**src/rtl/chunk_pkg.sv**
```systemverilog
// chunk_pkg: phase enum shared by the chunk splitter and dechunker.
package chunk_pkg;
    typedef enum logic {IDLE, FILL} phase_e;
endpackage

```
**src/rtl/dechunker.sv**
```systemverilog
// dechunker: reassembles contiguous bursts of M-bit chunks into L-bit blocks, first chunk in the MSBs.
module dechunker
    import chunk_pkg::*;
#(
    parameter int L = 128,
    parameter int M = 32,
    localparam int NR = L / M,
    localparam int CW = $clog2(NR + 1)
) (
    input  logic          clk,
    input  logic          reset,
    input  logic [M-1:0]  d,
    input  logic          valid,
    input  logic          clear,
    output logic [L-1:0]  data_out,
    output logic          strobe,
    output logic          abort,
    output logic          busy,
    output logic [CW-1:0] count
);
    if (L % M != 0 || L < M) begin : g_bad_params
        $error("dechunker: L must be a non-zero multiple of M");
    end
    logic [L-1:0]  sr_q, sr_d, data_q, data_d;
    logic [CW-1:0] count_q, count_d, base;
    logic          strobe_q, strobe_d, abort_q, abort_d;
    logic [L-1:0]  shifted;
    phase_e        phase;
    assign phase   = (count_q == '0) ? IDLE : FILL;
    assign base    = clear ? '0 : count_q;
    // Truncating the concatenation keeps {sr[L-M-1:0], d}, and still works when NR=1.
    assign shifted = L'({sr_q, d});
    always_comb begin
        sr_d     = valid ? shifted : sr_q;
        data_d   = data_q;
        strobe_d = 1'b0;
        abort_d  = 1'b0;
        count_d  = base;
        if (valid && base == CW'(NR - 1)) begin
            data_d   = shifted;
            strobe_d = 1'b1;
            count_d  = '0;
        end else if (valid) begin
            count_d = base + 1'b1;
        end else if (!clear && phase == FILL) begin
            abort_d = 1'b1;
            count_d = '0;
        end
    end
    always_ff @(posedge clk) begin
        if (reset) begin
            sr_q     <= '0;
            data_q   <= '0;
            count_q  <= '0;
            strobe_q <= 1'b0;
            abort_q  <= 1'b0;
        end else begin
            sr_q     <= sr_d;
            data_q   <= data_d;
            count_q  <= count_d;
            strobe_q <= strobe_d;
            abort_q  <= abort_d;
        end
    end
    assign data_out = data_q;
    assign strobe   = strobe_q;
    assign abort    = abort_q;
    assign count    = count_q;
    assign busy     = phase == FILL;
endmodule

```
**config.mk**
```make
export PLATFORM = sky130hd
export DESIGN_NAME = dechunker
export DESIGN_NICKNAME = d
export VERILOG_FILES = /design/src/rtl/chunk_pkg.sv /design/src/rtl/dechunker.sv
export SDC_FILE = /design/constraint.sdc
export NUM_CORES = 1
export LEC_CHECK = 0
export BUFFER_PORTS_ARGS = -buffer_cell sky130_fd_sc_hd__clkbuf_2
export CORE_UTILIZATION = 30
export CTS_CLUSTER_DIAMETER = 200
export DETAILED_ROUTE_END_ITERATION = 12
export SETUP_SLACK_MARGIN = 0.15
export SYNTH_ARGS = -nofsm -noshare
export SYNTH_HDL_FRONTEND = slang
export SYNTH_SLANG_ARGS = --single-unit
```
**constraint.sdc**
```tcl
create_clock -name clk -period 1.95 [get_ports clk]
set_input_delay 0.4875 -clock clk [delete_from_list [all_inputs] [get_ports clk]]
set_output_delay 0.4875 -clock clk [all_outputs]
set_load 0.05 [all_outputs]
```
==> flow_summary_export.csv, run 1 <==
group,metric,value,unit
status,run_status,"complete, no violations",
finish,diodes,0,
die,fp.dieW,176,µm
finish,drive_gt1_share,35.9,%
worst_setup_path,worst_setup_path_end_kind,"primary output",
sta,rsz0062_at_grt,"yes",
clocking,numCtsBuffers,28,
place,port_buffers,169,
clocking,cts_max_path_buffers,3,
die,die_h,176,µm
synth,ys_warn_count,0,
worst_setup_path,critical_path_arrival,1.42,ns
synth,synthSimpleGateAreaFrac,11.6,%
synth,synth_top_family_by_area,"compound AO/OA/AOI/OAI gates",
finish,final_cell_mix,"227 x dfxtp_1, 166 x clkbuf_2, 128 x nand3_1, 128 x a21bo_2, 127 x a21oi_1",
sta,hold_viol_final,0,
clocking,cts-root-buf,"clkbuf_16",
sta,slew_viol_final,0,
clocking,path_clk_slew,0.06,ns
worst_setup_path,worstSetupEndpoint,"busy",
power,p_leak,0.00484,µW
grt,overflow,0,
worst_setup_path,rr_endpoint,"data_out[124]",
die,coreArea,29800,µm²
clocking,clk_latency,0.53,ns
clocking,clock-sinks,229,
min_path,hold_depth,2,
grt,grt_start_max_net_pins,68,
synth,ys_types,18,
die,die_area,31100,µm²
sta,period_needed,1.90,ns
place,gp_congestion,0.756,
finish,postLayoutCellArea,11400,µm²
die,rows,63,
clocking,cts_tree,"built",
worst_setup_path,startpoint,"count[0]",
synth,synth_top_cell_by_area,"dfxtp_1",
synth,synth_seq_cells,229,
grt,grt_pass1_wl,34800,µm
synth,yosysSeqAreaShare,50.2,%
synth,synth-compound-area-share,21.1,%
route,drtIter0Drc,241,
clocking,htree_levels,1,
place,dp_hpwl,15400,µm
sta,setup_viol,0,
synth,synth_mux_area_share,10.5,%
synth,yosys.area_share.adder,0.274,%
worst_setup_path,crit_required,1.46,ns
place,dpl_cell_area,10400,µm²
route,drt_pre_antenna_iters,4,
synth,synth.cell_area,9130,µm²
synth,synth.area.top_cells,"dfxtp_1 50%, a21bo_2 14%, mux2i_1 11%",
synth,synth_nets,951,
sta,fin_crit_sh,97.6,%
worst_setup_path,rr_worst_depth,8,
place,post-place-cells,1414,
worst_setup_path,path_class,"register to primary output",
worst_setup_path,regToRegStartpoint,"count[0]",
sta,max_freq,525,MHz
sta,fin_skew,0.00998,ns
synth,avgSynthCellArea,10.0,µm²
route,num_vias,6870,
job,cap_viol_max_count,0,
route,totalWireLength,22600,µm
route,wl_per_cell,15.4,µm
worst_setup_path,rrSetupSlack,0.21,ns
grt,grt_pass1_vias,6300,
worst_setup_path,worst_setup_path_start_kind,"register",
die,io_pins,170,
synth,synth_top_area_share,50.2,%
synth,synthXorXnorAreaFrac,0,%
power,powerDensity,922,nW/µm²
sta,tns,0,ns
sta,slew_headroom,71.1,%
clocking,hold_buffers,0,
finish,final_common_cell,"dfxtp_1",
route,drc,0,
worst_setup_path,worstPathMaxFanout,2,
finish,layout.cells.non_filler,1467,
finish,nets,1096,
synth,synth_cells,913,
grt,gr-usage-all-layers,13.9,%
power,peakVddDrop,483,µV
route,via_per_inst,4.68,
sta,worst_pin_slew,0.433,ns
grt,antenna_found_initial,0,
min_path,min_path_type,"primary input to register",
route,ant_nets,0,
finish,syn2layout_area_growth,25.2,%
die,initial_core_util,30.6,%
-- area by class of cell --
| class | count | area, µm² |
|---|---|---|
| sequential | 229 | 4590 |
| clock buffer | 41 | 821 |
| timing repair buffer | 209 | 1410 |
| clock inverter | 8 | 118 |
| multi-input combinational | 589 | 4000 |
| fill | 3017 | 18400 |
| inverter | 1 | 3.75 |
| tap | 390 | 488 |
-- critical path, stage by stage (launching register included) --
cell,delay [ns]
dfxtp_2,0.32
or3_4,0.39
clkbuf_16,0.18
-- how the worst min path moves through the flow --
stage | from | to | slack [ns]
final | clear | abort | 0.19
after CTS | clear | abort | 0.15
after floorplan | sr_q[76] | data_out[108] | 0.44
after global routing | clear | abort | 0.19
after global placement | sr_q[76] | data_out[108] | 0.46
after detailed placement | sr_q[76] | data_out[108] | 0.46
-- per-layer routing --
layer	vias up	track usage, %	part of all wire, %
li1	3477	-	-
met1	3234	16.7	42
met2	126	24.6	50
met3	33	3.29	5.2
met4	0	3.66	2.0
met5	-	0	0
-- cells in the mapped netlist, drive strengths merged --
| library cell | count |
|---|---|
| nand2b | 1 |
| or3 | 1 |
| dfxtp | 229 |
| nor4b | 1 |
| nor2b | 2 |
| mux2i | 96 |
| a21oi | 128 |
| nand3 | 128 |
| nor2 | 100 |
| a21bo | 128 |
| ha | 2 |
| or3b | 1 |
| inv | 1 |
| nand2 | 1 |
| clkbuf | 22 |
| buf | 72 |
-- power by group --
| part | total, µW | switching, µW | leakage [µW] | internal (µW) |
|---|---|---|---|---|
| clock network | 5230 | 1950 | 0.000460 | 3280 |
| logic | 481 | 300 | 0.00252 | 182 |
| registers | 4830 | 70.6 | 0.00185 | 4760 |
| total | 10500 | 2320 | 0.00484 | 8220 |
-- registers in the layout (all words and copies together), names as in the netlist --
signal	count
count	3
sr_q	96
abort	1
data_out	128
strobe	1
-- what timing repair did --
action                                  in CTS  in global routing
pin swaps                                    1                  0
hold endpoints to repair                     0                  0
setup buffers                                1                  1
gates resized for setup                      4                  5
cloned                                       0                  2
endpoints found under the setup margin       1                 59
-- logic make-up after synthesis --
kind of cell    Yosys count
compound gates          256
fa+ha+maj                 2
buf+inv                  95
flops                   229
simple gates            235
mux                      96
-- stage by stage --
| step | util [%] | worst slack (ns) | hold WS (ns) | total power, µW |
|---|---|---|---|---|
| finish | 38.4 | 0.0469 | 0.192 | 10500 |
| global route | 38.4 | 0.0177 | 0.187 | 10900 |
| CTS | 38.1 | 0.0278 | 0.149 | 10700 |
| detailed placement | 34.8 | 0.0194 | 0.460 | 5410 |
| global placement | 34.8 | 0.0754 | 0.455 | 5400 |
| floorplan | - | 0.231 | 0.443 | 5240 |
No activity file was read; power rests on OpenSTA's default activity.
==> run 2: changes to the inputs <==
--- a/config.mk
+++ b/config.mk
@@ -9,6 +9,7 @@
 export CORE_UTILIZATION = 30
 export CTS_CLUSTER_DIAMETER = 200
 export DETAILED_ROUTE_END_ITERATION = 12
+export PLACE_DENSITY = 0.54
 export SETUP_SLACK_MARGIN = 0.15
 export SYNTH_ARGS = -nofsm -noshare
 export SYNTH_HDL_FRONTEND = slang
==> run 2 against run 1 <==
Effect of this change: count of clock-buffer cells in the layout fell by 2; first-iteration DRC count rose by 24%; final area barely moved; non-clock buffer count fell by 3; power fell by 2.2%; sequential cell count did not move; sequential share of layout area barely moved; die area did not move; register-to-register slack improved by 0.03 ns; clock skew fell by 0.0026 ns.
==> flow_summary_export.csv, run 2 (synthesis gave the netlist of run 1 again) <==
group,metric,value,unit
power,powerDensity,901,nW/µm²
sta,worst_pin_slew,0.426,ns
finish,nets,1092,
sta,period_needed,1.90,ns
finish,postLayoutCellArea,11400,µm²
die,coreArea,29800,µm²
finish,diodes,0,
grt,gr-usage-all-layers,14.2,%
finish,final_cell_mix,"227 x dfxtp_1, 166 x clkbuf_2, 128 x nand3_1, 128 x a21bo_2, 123 x a21oi_1",
route,wl_per_cell,15.6,µm
clocking,clk_latency,0.52,ns
sta,slew_viol_final,0,
worst_setup_path,worst_setup_path_start_kind,"register",
die,rows,63,
clocking,path_clk_slew,0.06,ns
sta,slew_headroom,71.6,%
clocking,cts_max_path_buffers,3,
worst_setup_path,worstSetupEndpoint,"busy",
worst_setup_path,rr_endpoint,"data_out[30]",
grt,grt_start_max_net_pins,71,
power,peakVddDrop,510,µV
route,ant_nets,0,
finish,drive_gt1_share,36.1,%
power,pwr-share-comb,4.8,%
power,total_power,10300,µW
die,fp.dieW,176,µm
sta,fin_crit_sh,97.4,%
die,initial_core_util,30.6,%
clocking,cts_tree,"built",
place,dpl_cell_area,10500,µm²
sta,tns,0,ns
power,p_seq_share,46.9,%
grt,grt_pass1_vias,6166,
finish,fill_cells,2976,
place,gp_congestion,0.721,
sta,setup_viol,0,
status,run_status,"complete, no violations",
die,die_area,31100,µm²
worst_setup_path,startpoint,"count[0]",
place,pre_cts_ws,0.0805,ns
worst_setup_path,regToRegStartpoint,"count[0]",
finish,largest_reg_flops,128,
clocking,numCtsBuffers,27,
place,dp_hpwl,15500,µm
die,io_pins,170,
route,drt_pre_antenna_iters,4,
worst_setup_path,critical_path_arrival,1.41,ns
sta,max_freq,527,MHz
clocking,clock-sinks,229,
route,via_per_inst,4.65,
place,port_buffers,169,
route,totalWireLength,22800,µm
grt,overflow,0,
sta,finalWorstSetupSlack,0.0512,ns
finish,final_common_cell,"dfxtp_1",
worst_setup_path,rrSetupSlack,0.24,ns
power,power_switching_share,22.4,%
finish,layout.cells.non_filler,1462,
route,drtIter0Drc,300,
power,power_switching,2310,µW
sta,fin_skew,0.00734,ns
clocking,cts-root-buf,"clkbuf_16",
worst_setup_path,rr_worst_depth,8,
route,num_vias,6800,
power,clockPowerShare,48.3,%
worst_setup_path,path_class,"register to primary output",
worst_setup_path,worstPathMaxFanout,2,
grt,antenna_found_initial,0,
die,die_h,176,µm
sta,rsz0062_at_grt,"yes",
min_path,min_path_type,"primary input to register",
sta,hold_viol_final,0,
clocking,htree_levels,1,
grt,grt_pass1_wl,35200,µm
power,p_int,8000,µW
power,p_leak,0.00481,µW
worst_setup_path,crit_required,1.46,ns
worst_setup_path,worst_setup_path_end_kind,"primary output",
route,drc,0,
finish,syn2layout_area_growth,25.2,%
job,cap_viol_max_count,0,
place,post-place-cells,1414,
-- run 2: cell count changes in the layout (fill, tap and decap cells not counted), sizes merged --
cell    delta
bufinv     -1
buf        -1
clkinv     +1
clkbuf     -4
-- run 2: how the worst min path moves through the flow --
stage / startpoint / endpoint / slack [ns] / cells after the start
2_1_floorplan: sr_q[76] / data_out[108] / 0.44 / 2
3_3_place_gp: sr_q[76] / data_out[108] / 0.46 / 2
3_5_place_dp: sr_q[76] / data_out[108] / 0.47 / 2
4_1_cts: clear / abort / 0.15 / 2
5_1_grt: clear / abort / 0.18 / 2
6_report: clear / abort / 0.19 / 2
-- run 2: through the flow --
step	hold slack (ns)	util, %
final	0.189	38.4
after global routing	0.179	38.4
after CTS	0.149	38.3
after detailed placement	0.466	35.2
after global placement	0.459	35.2
after floorplan	0.443	-
-- run 2: power groups by stage --
stage	Combinational, µW	Sequential [µW]	Clock (µW)
after detailed placement	490	4940	0
after floorplan	338	4910	0
after CTS	500	4840	5140
after global routing	541	4840	5320
after global placement	486	4940	0
final	495	4830	4980
-- run 2: area by class of cell --
class                           count  area (µm²)  share of cell area [%]
Multi-Input combinational cell    589        4010                    35.1
Clock inverter                      8        92.6                   0.810
Tap cell                          390         488                    4.27
Inverter                            1        3.75                  0.0328
Sequential cell                   229        4590                    40.1
Clock buffer                       39         791                    6.92
Timing Repair Buffer              206        1460                    12.8
-- run 2: critical path, cell delays in order (launching register included) --
cell       delay (ns)
dfxtp_2          0.32
or3_4            0.39
clkbuf_16        0.18
-- run 2: metal layers --
layer	wire [µm]	part of all wire, %	GRT usage (%)
met1	9820	43	17.4
met4	528	2.3	3.81
met5	0	0	0
met2	11500	50	25.3
met3	935	4.1	2.73
-- run 2: timing repair --
| item | 4_1_cts | 5_1_grt |
|---|---|---|
| hold buffers | 0 | 0 |
| buffers inserted | 1 | 0 |
| setup endpoints to repair | 1 | 17 |
| resized for setup | 4 | 7 |
| pin swaps | 1 | 0 |
==> run 3: changes to the inputs <==
--- a/config.mk
+++ b/config.mk
@@ -10,7 +10,6 @@
 export CTS_CLUSTER_DIAMETER = 200
 export DETAILED_ROUTE_END_ITERATION = 12
 export PLACE_DENSITY = 0.54
-export SETUP_SLACK_MARGIN = 0.15
 export SYNTH_ARGS = -nofsm -noshare
 export SYNTH_HDL_FRONTEND = slang
 export SYNTH_SLANG_ARGS = --single-unit
==> run 3 against run 2 <==
Effect of this change: clock skew increased by 0.010 ns; utilization decreased by 0.49 points; critical path depth unchanged; global-route usage decreased by 0.14 points; first-iteration DRC count increased by 11%; wire length decreased by 1.1%; clock power decreased by 5.4%; power decreased by 2.7%; sequential power about the same; non-clock buffer count unchanged; largest cell class unchanged; register-to-register slack got worse by 0.02 ns.
==> flow_summary_export.csv, run 3 (synthesis gave the netlist of run 1 again) <==
group,metric,value,unit
status,run_status,"complete, no violations",
place,dp_hpwl,15400,µm
sta,slew_headroom,67.0,%
power,clockPowerShare,46.9,%
route,wl_per_cell,15.4,µm
die,coreArea,29800,µm²
die,die_area,31100,µm²
finish,drive_gt1_share,35.0,%
sta,setup_viol,0,
route,num_vias,6802,
place,pre_cts_ws,-0.0114,ns
power,pwr-share-comb,4.9,%
power,powerDensity,888,nW/µm²
worst_setup_path,crit_chain,"or3_4, buf_8",
clocking,cts_max_path_buffers,3,
clocking,clk_latency,0.53,ns
worst_setup_path,worst_setup_path_end_kind,"primary output",
route,drt_pre_antenna_iters,4,
sta,period_needed,1.89,ns
power,p_int,7760,µW
power,total_power,10000,µW
grt,grt_start_max_net_pins,73,
clocking,numCtsBuffers,27,
clocking,clock-sinks,229,
grt,grt_pass1_wl,35300,µm
place,gp_congestion,0.729,
power,p_leak,0.00477,µW
finish,nets,1092,
finish,final_common_cell,"dfxtp_1",
job,cap_viol_max_count,0,
finish,largest_reg_flops,128,
place,post-place-cells,1415,
die,fp.dieW,176,µm
worst_setup_path,critPathBufInv,1,
sta,rsz0062_at_grt,"no",
worst_setup_path,cpPeakStageDelay,0.40,ns
sta,fin_crit_sh,97.1,%
finish,final_cell_mix,"229 x dfxtp_1, 166 x clkbuf_2, 128 x nand3_1, 128 x a21bo_2, 128 x a21oi_1",
clocking,path_clk_slew,0.06,ns
route,via_per_inst,4.67,
clocking,htree_levels,1,
grt,grt_pass1_vias,6360,
route,ant_nets,0,
die,initial_core_util,30.6,%
grt,antenna_found_initial,0,
power,peakVddDrop,582,µV
finish,diodes,0,
worst_setup_path,cpMaxStageDelayCell,"or3_4",
power,power_switching_share,22.6,%
place,port_buffers,169,
sta,worst_pin_slew,0.495,ns
die,io_pins,170,
worst_setup_path,crit_required,1.46,ns
power,power_switching,2270,µW
route,drc,0,
die,die_h,176,µm
clocking,cts-root-buf,"clkbuf_16",
worst_setup_path,path_class,"register to primary output",
worst_setup_path,worst_setup_path_start_kind,"register",
sta,finalWorstSetupSlack,0.0562,ns
finish,layout.cells.non_filler,1458,
min_path,min_path_type,"primary input to register",
sta,hold_viol_final,0,
route,totalWireLength,22500,µm
grt,overflow,0,
route,drtIter0Drc,332,
sta,fin_skew,0.0174,ns
power,p_seq_share,48.2,%
sta,max_freq,528,MHz
clocking,cts_tree,"built",
die,rows,63,
worst_setup_path,worstPathMaxFanout,3,
sta,tns,0,ns
finish,syn2layout_area_growth,23.6,%
worst_setup_path,critical_path_arrival,1.41,ns
worst_setup_path,critPathTopFamily,"simple AND/OR/NAND/NOR gates",
grt,gr-usage-all-layers,14.1,%
sta,slew_viol_final,0,
sta,whs,0.185,ns
-- run 3: cell count changes in the layout (fill, tap and decap cells not counted), sizes merged --
cell / before / now
bufinv: 2 / 0
clkinvlp: 1 / 0
inv: 1 / 2
buf: 39 / 40
clkinv: 5 / 2
-- run 3: final cells by class --
cell class | instances | area, µm²
fillers | 3046 | 18500
flip-flops and latches | 229 | 4580
multi-input cells | 589 | 3990
repair buffers | 206 | 1400
clock buffers | 40 | 805
well taps | 390 | 488
clock inverters | 3 | 18.8
inverters | 1 | 3.75
-- run 3: worst paths after layout --
kind,startpoint,endpoint,slack (ns),cells after the start
min,clear,abort,0.18,2
max,count[2],busy,0.06,2
min reg2reg,sr_q[76],data_out[108],0.47,2
max reg2reg,count[0],data_out[78],0.22,7
-- run 3: worst reg2reg max path: cells and delay by family, from the launching register on --
| kind | cells | cell delay [ns] |
|---|---|---|
| AND/OR/NAND/NOR | 1 | 0.20 |
| AO/OA/AOI/OAI | 2 | 0.19 |
| flip-flops | 1 | 0.35 |
| adder cells (fa/ha/maj) | 2 | 0.47 |
| buffers and inverters | 2 | 0.41 |
-- run 3: repair_timing --
| item | CTS | global route |
|---|---|---|
| setup buffers | 0 | 0 |
| hold endpoints to repair | 0 | 0 |
| gates resized for setup | 2 | 2 |
| setup endpoints to repair | 1 | 1 |
| hold buffers | 0 | 0 |
-- run 3: per-layer routing --
metal / part of all wire (%) / wire (µm) / track usage (%) / vias to the layer above
li1: - / - / - / 3467
met1: 42 / 9430 / 16.7 / 3176
met5: 0 / 0 / 0 / -
met2: 50 / 11300 / 25.2 / 127
met4: 1.9 / 430 / 3.20 / 0
met3: 5.9 / 1330 / 3.75 / 32
-- run 3: through the flow --
step | instance area (µm²) | utilization [%]
final | 11300 | 37.9
after global routing | 11300 | 37.9
after CTS | 11300 | 37.9
after detailed placement | 10400 | 35.1
after global placement | 10400 | 35.1
after floorplan | 9130 | -
-- run 3: power by group through the flow --
| stage | sequential (µW) | clock (µW) | combinational, µW |
|---|---|---|---|
| final | 4830 | 4710 | 494 |
| after global routing | 4840 | 5060 | 541 |
| after CTS | 4830 | 4860 | 498 |
| after detailed placement | 4940 | 0 | 495 |
| after global placement | 4940 | 0 | 492 |
| after floorplan | 4910 | 0 | 338 |
